## src/rtl/svc_uart_tx_arb.sv

```systemverilog
// Line-locking round-robin arbiter in front of the UART TX byte port.
// One holder owns the port until newline, last flag, or idle timeout.
module svc_uart_tx_arb #(
    parameter int NUM_REQ      = 2,
    parameter int LOCK_EOL     = 1,
    parameter int LOCK_TIMEOUT = 1024
) (
    input  logic                       clk,
    input  logic                       rst,
    input  logic [NUM_REQ-1:0]         s_valid,
    input  logic [NUM_REQ*8-1:0]       s_data,
    input  logic [NUM_REQ-1:0]         s_last,
    output logic [NUM_REQ-1:0]         s_ready,
    output logic                       m_valid,
    output logic [7:0]                 m_data,
    input  logic                       m_ready,
    output logic                       gnt_valid,
    output logic [$clog2(NUM_REQ)-1:0] gnt_idx
);
    localparam int IW = $clog2(NUM_REQ);
    localparam int CW = (LOCK_TIMEOUT > 0) ? $clog2(LOCK_TIMEOUT + 1) : 1;
    localparam logic [CW-1:0] CNT_MAX =
        (LOCK_TIMEOUT > 0) ? CW'(LOCK_TIMEOUT - 1) : '0;
    localparam logic [IW-1:0] LAST_IDX = IW'(NUM_REQ - 1);

    typedef enum logic {
        IDLE,
        LOCKED
    } state_e;

    state_e          state_q, state_d;
    logic [IW-1:0]   gnt_q, gnt_d;
    logic [IW-1:0]   rr_q, rr_d;
    logic [CW-1:0]   idle_q, idle_d;
    logic            mv_q, mv_d;
    logic [7:0]      md_q, md_d;

    logic [IW-1:0]   win;
    logic            win_vld;
    logic [IW-1:0]   gnt_next;
    logic [7:0]      hold_byte;
    logic            hold_vld;
    logic            hold_last;
    logic            out_free;
    logic            accept;
    logic            tmo;

    // Scan downward so the lowest offset from rr_q is the final winner.
    always_comb begin
        int j;
        win     = '0;
        win_vld = 1'b0;
        for (int k = NUM_REQ - 1; k >= 0; k--) begin
            j = int'(rr_q) + k;
            if (j >= NUM_REQ) j = j - NUM_REQ;
            if (s_valid[j]) begin
                win     = IW'(j);
                win_vld = 1'b1;
            end
        end
    end

    assign hold_byte = s_data[{gnt_q, 3'b000} +: 8];
    assign hold_vld  = s_valid[gnt_q];
    assign hold_last = s_last[gnt_q];
    assign out_free  = !mv_q || m_ready;
    assign accept    = (state_q == LOCKED) && hold_vld && out_free;
    assign tmo       = (LOCK_TIMEOUT != 0) && !hold_vld && (idle_q == CNT_MAX);
    assign gnt_next  = (gnt_q == LAST_IDX) ? '0 : gnt_q + IW'(1);

    assign s_ready   = ((state_q == LOCKED) && out_free) ?
                       (NUM_REQ'(1) << gnt_q) : '0;
    assign m_valid   = mv_q;
    assign m_data    = md_q;
    assign gnt_valid = (state_q == LOCKED);
    assign gnt_idx   = gnt_q;

    always_comb begin
        state_d = state_q;
        gnt_d   = gnt_q;
        rr_d    = rr_q;
        idle_d  = idle_q;
        mv_d    = mv_q;
        md_d    = md_q;
        if (mv_q && m_ready) mv_d = 1'b0;
        unique case (state_q)
            IDLE: begin
                if (win_vld) begin
                    state_d = LOCKED;
                    gnt_d   = win;
                    idle_d  = '0;
                end
            end
            LOCKED: begin
                if (accept) begin
                    mv_d   = 1'b1;
                    md_d   = hold_byte;
                    idle_d = '0;
                    if (hold_last || (LOCK_EOL != 0 && hold_byte == 8'h0A)) begin
                        state_d = IDLE;
                        rr_d    = gnt_next;
                    end
                end else if (!hold_vld) begin
                    if (tmo) begin
                        state_d = IDLE;
                        rr_d    = gnt_next;
                    end else if (LOCK_TIMEOUT != 0 && idle_q != CNT_MAX) begin
                        idle_d = idle_q + CW'(1);
                    end
                end
            end
            default: state_d = IDLE;
        endcase
    end

    always_ff @(posedge clk) begin
        if (rst) begin
            state_q <= IDLE;
            gnt_q   <= '0;
            rr_q    <= '0;
            idle_q  <= '0;
            mv_q    <= 1'b0;
            md_q    <= 8'h00;
        end else begin
            state_q <= state_d;
            gnt_q   <= gnt_d;
            rr_q    <= rr_d;
            idle_q  <= idle_d;
            mv_q    <= mv_d;
            md_q    <= md_d;
        end
    end
endmodule

```

## config.mk

```make
export PLATFORM = sky130hd
export DESIGN_NAME = svc_uart_tx_arb
export DESIGN_NICKNAME = d
export VERILOG_FILES = /design/src/rtl/svc_uart_tx_arb.sv
export SDC_FILE = /design/constraint.sdc
export NUM_CORES = 1
export LEC_CHECK = 0
export BUFFER_PORTS_ARGS = -buffer_cell sky130_fd_sc_hd__buf_2
export CAP_MARGIN = 20
export CORE_AREA = 4 4 60 84
export CTS_CLUSTER_SIZE = 28
export DETAILED_ROUTE_END_ITERATION = 8
export DIE_AREA = 0 0 64 88
export GPL_TIMING_DRIVEN = 0
export PLACE_DENSITY = 0.61
export SLEW_MARGIN = 20
export SYNTH_ARGS = -nofsm -noshare
export SYNTH_HDL_FRONTEND = slang
export SYNTH_SLANG_ARGS = --single-unit
```

## constraint.sdc

```tcl
create_clock -name clk -period 2.6 [get_ports clk]
set_clock_uncertainty 0.15 [all_clocks]
set_input_delay 0.26 -clock clk [delete_from_list [all_inputs] [get_ports clk]]
set_output_delay 0.26 -clock clk [all_outputs]
set_load 0.005 [all_outputs]
```

### Word level (Yosys, flattened, before mapping)

Cells that the tools add are included.

| storage, ports and cells | value |
|---|---|
| output and inout bits | 13 |
| register bits | 23 |
| input bits | 23 |
| logic and storage cells | 79 |

| operators by class | value |
|---|---|
| reduce and logical (&&, ||, !) cells | 14 |
| $add $sub $neg | 5 |
| eq/ne operators | 9 |
| $lt $le $gt $ge | 5 |
| mux-type cells | 37 |
| bitwise operators | 1 |
| shift operators | 2 |

Operators with widths:

| cell | number |
|---|---|
| < comparator 32 x 3 -> 1 bit (second input constant) | 2 |
| 2-to-1 mux 32 bit | 2 |
| 2-to-1 mux 11 bit | 5 |
| 2-to-1 mux 1 bit | 27 |
| case mux 11 bit (2 select lines) | 1 |
| variable part select 16 x 5 -> 8 bit | 1 |
| adder 11 x 1 -> 11 bit (second input constant) | 1 |
| == test 11 x 10 -> 1 bit (second input constant) | 1 |
| != test 11 x 10 -> 1 bit (second input constant) | 1 |
| == test 8 x 4 -> 1 bit (second input constant) | 1 |
| AND reduction 4 bit | 2 |
| logical AND 1 bit | 5 |
| != test 2 x 1 -> 1 bit (second input constant) | 2 |
| AND reduction 2 bit | 2 |
| != test 3 x 1 -> 1 bit (second input constant) | 1 |
| != test 3 x 2 -> 1 bit (second input constant) | 1 |
| != test 3 bit (second input constant) | 1 |
| subtractor 1 x 2 -> 3 bit (second input constant) | 1 |
| subtractor 2 x 2 -> 3 bit (second input constant) | 1 |
| adder 1 x 1 -> 2 bit (second input constant) | 1 |
| >= comparator 1 x 2 -> 1 bit (second input constant) | 1 |
| >= comparator 2 bit (second input constant) | 1 |
| logical NOT 1 bit | 2 |
| logical OR 1 bit | 2 |
| 8 further kinds | 8 |

### Logic depth before layout (Yosys ltp)

Gate-level depths: netlist of run 1.

| depth | value |
|---|---|
| depth in word-level cells | 10 |
| gate-level depth with buffers | 7 |
| gate-level depth less buffers | 6 |

### Worst setup path after synthesis of run 1

Ideal clock, no wire load.

| timing path | value |
|---|---|
| kind | register -> register |
| start | register gnt_q (netlist: gnt_idx) |
| end | register idle_q[10] |
| path slack | 0.638 ns |
| required time | 2.334 ns |
| library setup time | 0.116 ns |
| arrival | 1.696 ns |
| stages on the path, launching flop included | 8 |
| buffers on the path | 2 |
| clock period less this slack | 1.962 ns |
| cells stage by stage | dfxtp_1 -> buf_6 -> mux2_4 -> a31o_4 -> or2_1 -> buf_6 -> o21bai_1 -> and3b_1 |

| on the way | value |
|---|---|
| word-level cells in the longest chain between the ends | 6 |
| elaborated cells on any way between the ends | 12 |
| those cells by class | 3 x eq/ne; 4 x mux; 5 x reduce/logical |

RTL lines:

| element | line | source |
|---|---|---|
| start: declaration | 32 | `logic [IW-1:0] gnt_q, gnt_d;` |
| start signal: assignment | 126 | `gnt_q <= gnt_d;` |
| 2-to-1 mux 1 bit (not written as such) (*) (2 in a row) | 64 | `assign hold_vld = s_valid[gnt_q];` |
| logical AND 1 bit / logical NOT 1 bit (equally long branches) | -- |  |
| logical AND 1 bit (on tied branches) | 67, 68 |  |
| != test 3 x 1 -> 1 bit (no source line) (tied with other cells) | -- |  |
| AND reduction 4 bit (no source line) / case mux 11 bit (2 select lines) (equally long branches) | -- |  |
| end signal: assignment | 128 | `idle_q <= idle_d;` |
| end: declaration | 34 | `logic [CW-1:0] idle_q, idle_d;` |

Every way passes the cells marked *; elsewhere a longest branch is shown, timed or not. The select of a mux whose other input is x is not followed.
A chain may end at the register's enable or synchronous reset.

### Final worst setup path of run 1

| timing path | value |
|---|---|
| start | register state_q (netlist: gnt_valid) |
| end | register md_q[6] (netlist: m_data[6]) |

| on the way | value |
|---|---|
| word-level cells in the longest chain between the ends | 3 |

RTL lines:

| element | line | source |
|---|---|---|
| start: declaration | 31 | `state_e state_q, state_d;` |
| start signal: assignment | 125 | `state_q <= state_d;` |
| logical AND 1 bit (2 in a row) | 67 | `assign accept = (state_q == LOCKED) && hold_vld && out_free;` |
| AND reduction 2 bit (no source line) (*) | -- |  |
| end signal: assignment | 130 | `md_q <= md_d;` |
| end: declaration | 36 | `logic [7:0] md_q, md_d;` |

Every way passes the cells marked *; elsewhere a longest branch is shown, timed or not.

==> results_dict.tcl, run 1 <==
set metrics [dict create \
    status "complete, no violations" \
    cts-root-buf "clkbuf_8" \
    r2r_end "m_data[6]" \
    fin_crit_ns 2.13 \
    fp.dieH_um 88 \
    finalNetCount 208 \
    maxSlewHeadroom_pct 57.9 \
    postPlaceCellArea_um2 1500 \
    seq_area_um2 460 \
    rr_worst_depth 6 \
    multi_input_area_um2 729 \
    io_buffers 34 \
    fillers 464 \
    synth_edf_count 0 \
    grt-ovfl-total 0 \
    period_share_pct 81.8 \
    place_ws_ns 0.509 \
    ys_warn_count 0 \
    yosys.area.top_type "dfxtp_1" \
    drive_above_1_share_pct 25.1 \
    ys_seq_area_share_pct 36.8 \
    hp-start "s_last[0]" \
    r2r_slack_ns 0.47 \
    maxCapViolations 0 \
    grt_max_degree 14 \
    synth_cell_type_count 39 \
    antenna_found_initial 0 \
    crit_required_ns 2.63 \
    worstSetupStartpointType "flop" \
    start_util_pct 29.5 \
    worst_slew_pin_slew_ns 0.632 \
    dr.pass1.iters 4 \
    die_area_um2 5630 \
    synth_top_area_share_pct 36.8 \
    route.vias.total 1210 \
    route.detailed.drc 0 \
    path_class "flop to flop" \
    io_pins 36 \
    rsz0062_at_grt "false" \
    wl_per_cell_um 12.5 \
    routed_wl_mm 3.04 \
    netlist_instances 145 \
    p_per_area_nw_per_um2 483 \
    clkTransAtPathRegs_ns 0.09 \
    syn2layout_area_growth_pct 23.3 \
    fin_ws_ns 0.474 \
    ys_seq_elements 23 \
    min_path_type "primary input to flop" \
    cts_tree "done" \
    die_w_um 64 \
    cp.arrival_ns 2.15 \
    ys.flop_type "dfxtp_1" \
    hold_ws_ns 0.156 \
    grt_use_total_pct 11.5 \
    cts_hold_buf 0 \
    final_common_cell "buf_2" \
    clk_path_buf_depth 2 \
    irDropWorstVdd_v 0.000212 \
    setup_tns_ns 0 \
    coreArea_um2 4240 \
    holdPathEnd "gnt_valid" \
    end_kind "flop" \
    cts_setup_buffers 0 \
    synth_fp_nets 169 \
    clock_latency_ns 0.27 \
    grt_pass1_vias 1205 \
    slew_violations 0 \
    cts.htree.levels 1 \
    numCtsBuffers 3 \
    setup_viol 0 \
    min_path_cells 4 \
    synth_area_um2 1250 \
    fp-row-count 28 \
    clock.fmax_mhz 470 \
    cts_resized 0 \
    final_area_um2 1540 \
    synthTopCellsByArea "dfxtp_1, nor2_1, mux2i_1" \
    viasPerCell 4.98 \
    finalWeightedCongestion 0.859 \
    grt_pass1_wl_mm 5.18 \
    cts.sinks 23 \
    timing.rr.start "gnt_valid" \
    drtAntennaViolNets 0 \
    dpl.hpwl_mm 2.46 \
    power_leakage_nw 0.577 \
    cp_max_fo 10 \
    finalPower_uw 746 \
    layout_common_cells "buf_2, nor2_1, dfxtp_1" \
    syn_area_per_cell_um2 8.63 \
    finalHoldViolations 0 \
    drtIter0Drc 25 \
    synthArstFlopShare_pct 0 \
    num_antenna_cells 0 \
]
==> worst max path at each step <==
stage,cells after the start,to,start
final,6,m_data[6],gnt_valid
after global routing,6,m_data[6],gnt_valid
after CTS,6,m_data[6],gnt_valid
after detailed placement,6,m_data[6],gnt_valid
after global placement,6,m_data[6],gnt_valid
after floorplan,7,idle_q[10],gnt_idx
==> power by group <==
part	internal (mW)	switching [mW]
Combinational	0.0650	0.0757
Clock	0.107	0.117
Sequential	0.371	0.0105
Total	0.543	0.203
==> logic make-up after synthesis <==
logic type | synth area share [%]
AO/OA/AOI/OAI | 14.2
XOR/XNOR | 4.90
flip-flops | 36.8
buffers and inverters | 4.90
multiplexers | 8.40
AND/OR/NAND/NOR | 29.8
adder cells (fa/ha/maj) | 1.00
==> flip-flops by register name, summed over array words and instances (netlist names) <==
| register | count |
|---|---|
| gnt_valid | 1 |
| idle_q | 11 |
| m_valid | 1 |
| m_data | 8 |
| rr_q | 1 |
| gnt_idx | 1 |
==> synth_stat cells (2+ instances only) <==
library cell,n
nor4_1,7
mux2i_1,9
a31oi_1,2
a21oi_1,4
dfxtp_1,23
nor2b_1,3
buf_6,2
inv_1,4
nor3_1,5
nor4bb_1,2
or3_1,2
xnor2_1,6
nand3_1,5
o21ai_0,4
nand3b_1,2
nand4_1,4
nand2_1,4
clkbuf_1,4
a211oi_1,9
nor2_1,25
==> stage by stage <==
| step | cells | util, % |
|---|---|---|
| after detailed placement | 239 | 35.3 |
| after global routing | 243 | 36.4 |
| after floorplan | 145 | - |
| final | 243 | 36.4 |
| after global placement | 239 | 35.3 |
| after CTS | 243 | 36.4 |
==> per-layer routing <==
metal	global-route usage [%]	routed length (um)
met1	12.2	1240
met2	21.4	1510
met3	3.34	227
met4	4.13	49
met5	0	0
==> worst max-delay path, cell delays in order, from the launching register on <==
cell and delay [ns]:
dfxtp_1 0.33, buf_2 0.20, inv_1 0.10, nor3_2 0.54, clkbuf_1 0.42, nor2_1 0.07
a211oi_1 0.22
==> final cells by class <==
cell class	instances	share of cell area [%]
Multi-Input combinational cell	110	47.3
Sequential cell	23	29.8
Timing Repair Buffer	34	11.0
Tap cell	60	4.87
Buffer	8	3.00
Clock buffer	3	2.68
Inverter	4	0.973
Clock inverter	1	0.324
Power figures use the tool's default switching activity.
==> inputs of run 2 (changes only) <==
--- a/config.mk
+++ b/config.mk
@@ -12,7 +12,7 @@
 export DETAILED_ROUTE_END_ITERATION = 8
 export DIE_AREA = 0 0 64 88
 export GPL_TIMING_DRIVEN = 0
-export PLACE_DENSITY = 0.61
+export PLACE_DENSITY = 0.62
 export SLEW_MARGIN = 20
 export SYNTH_ARGS = -nofsm -noshare
 export SYNTH_HDL_FRONTEND = slang
==> constraint.sdc (replaced) <==
create_clock -name clk -period 1.8 [get_ports clk]
set_clock_uncertainty 0.15 [all_clocks]
set_input_delay 0.18 -clock clk [delete_from_list [all_inputs] [get_ports clk]]
set_output_delay 0.18 -clock clk [all_outputs]
set_load 0.005 [all_outputs]
==> results_dict.tcl, run 2 (same netlist as run 1, synthesis figures left out) <==
set metrics [dict create \
    rsz0062_at_grt "true" \
    num_antenna_cells 0 \
    die_w_um 64 \
    route.vias.total 1242 \
    maxCapViolations 0 \
    fillers 451 \
    grt_pass1_wl_mm 5.61 \
    syn2layout_area_growth_pct 36.7 \
    grt_pass1_vias 1269 \
    cpMaxStageDelayCell "dfxtp_4" \
    clock.fmax_mhz 539 \
    crit_chain "mux2_4 -> a31o_4 -> or2_4 -> o21bai_1 -> and3b_1" \
    status "complete, but fails checks" \
    final_common_cell "buf_2" \
    layout_common_cells "buf_2, nor2_1, dfxtp_1" \
    finalPower_mw 1.12 \
    grt_use_total_pct 12.4 \
    dpl.hpwl_mm 2.43 \
    cts_tree "done" \
    cp_top_family "simple AND/OR/NAND/NOR gates" \
    finalHoldViolations 0 \
    slew_violations 0 \
    largest_reg_flops 11 \
    cts-root-buf "clkbuf_8" \
    viasPerCell 4.95 \
    path_buf_inv 0 \
    drtIter0Drc 8 \
    start_util_pct 29.5 \
    drive_above_1_share_pct 38.2 \
    crit_required_ns 1.82 \
    cts.htree.levels 1 \
    finalNetCount 216 \
    fin_crit_ns 1.85 \
    clock_latency_ns 0.27 \
    end_kind "flop" \
    maxSlewHeadroom_pct 67.9 \
    wl_per_cell_um 13.1 \
    placedCellCount 239 \
    numCtsBuffers 3 \
    path_class "flop to flop" \
    drtAntennaViolNets 0 \
    worst_slew_pin_slew_ns 0.482 \
    multi_input_area_um2 813 \
    layout.cells.non_filler 251 \
    cpPeakStageDelay_ns 0.38 \
    violations "negative setup slack" \
    power_leakage_nw 0.638 \
    cp_max_fo 6 \
    cts.sinks 23 \
    grt-ovfl-total 0 \
    io_pins 36 \
    clkTransAtPathRegs_ns 0.09 \
    io_buffers 34 \
    worstSetupStartpointType "flop" \
    cp.arrival_ns 1.87 \
    routed_wl_mm 3.29 \
    fin_ws_ns -0.0542 \
    regMostFlops "idle_q" \
    antenna_found_initial 0 \
    grt_max_degree 14 \
    dr.pass1.iters 4 \
    fp-row-count 28 \
    clk_path_buf_depth 2 \
    route.detailed.drc 0 \
    die_area_um2 5630 \
    finalWeightedCongestion 0.789 \
    seq_area_um2 470 \
    p_per_area_nw_per_um2 656 \
    min_path_type "primary input to flop" \
    coreArea_um2 4240 \
    fp.dieH_um 88 \
    setup_viol 1 \
    period_share_pct 103 \
    irDropWorstVdd_v 0.000350 \
]
[run 2: repair_timing]
action,in CTS,in global routing
buffers inserted,8,3
hold buffers,0,0
gates resized for setup,14,14
pin swaps,9,8
setup endpoints to repair,22,22
[run 2: tightest hold or removal path, cell delays in order]
cell and delay, ns:
buf_2 0.13, o211ai_1 0.09, a21oi_1 0.06
[run 2: cell type report]
| class | instances | area share (%) |
|---|---|---|
| inverter | 4 | 0.878 |
| sequential | 23 | 27.5 |
| clock inverter | 1 | 0.293 |
| buffer | 5 | 2.19 |
| multi-input combinational | 110 | 47.5 |
| timing repair buffer | 45 | 14.8 |
| clock buffer | 3 | 2.41 |
| tap | 60 | 4.39 |
[run 2: metal layers]
metal | share of wire (%) | vias to the layer above | wire length [um] | global-route usage [%]
met5 | 0 | - | 0 | 0
met4 | 1.3 | 0 | 43 | 4.13
met3 | 5.5 | 5 | 180 | 2.70
met2 | 53 | 32 | 1750 | 24.1
met1 | 40 | 582 | 1310 | 13.0
li1 | - | 623 | - | -
[run 2: worst paths after layout]
path                            startpoint  slack, ns         end  depth (start not counted)
worst max-delay path               gnt_idx      -0.05  idle_q[10]                          5
worst min-delay path            s_valid[1]       0.09     gnt_idx                          3
worst max register to register     gnt_idx      -0.05  idle_q[10]                          5
worst min register to register   idle_q[1]       0.34   idle_q[1]                          2
[run 2: metrics by stage]
| stage | worst slack [ns] | util, % | setup TNS [ns] | hold slack [ns] | area [um^2] |
|---|---|---|---|---|---|
| finish | -0.0542 | 40.3 | -0.0542 | 0.0925 | 1710 |
| detailed placement | -0.302 | 35.3 | -4.07 | 0.332 | 1500 |
| global placement | -0.285 | 35.3 | -4.11 | 0.326 | 1500 |
| CTS | -0.118 | 39.0 | -0.547 | 0.0977 | 1650 |
| global route | -0.0812 | 40.3 | -0.209 | 0.116 | 1710 |
| floorplan | -0.0891 | - | -0.137 | 0.202 | 1250 |
[run 2: power breakdown]
part | switching, mW | leakage [nW] | internal (mW)
Clock | 0.176 | 0.0255 | 0.155
Combinational | 0.120 | 0.423 | 0.118
Sequential | 0.0181 | 0.190 | 0.536
Total | 0.313 | 0.638 | 0.809
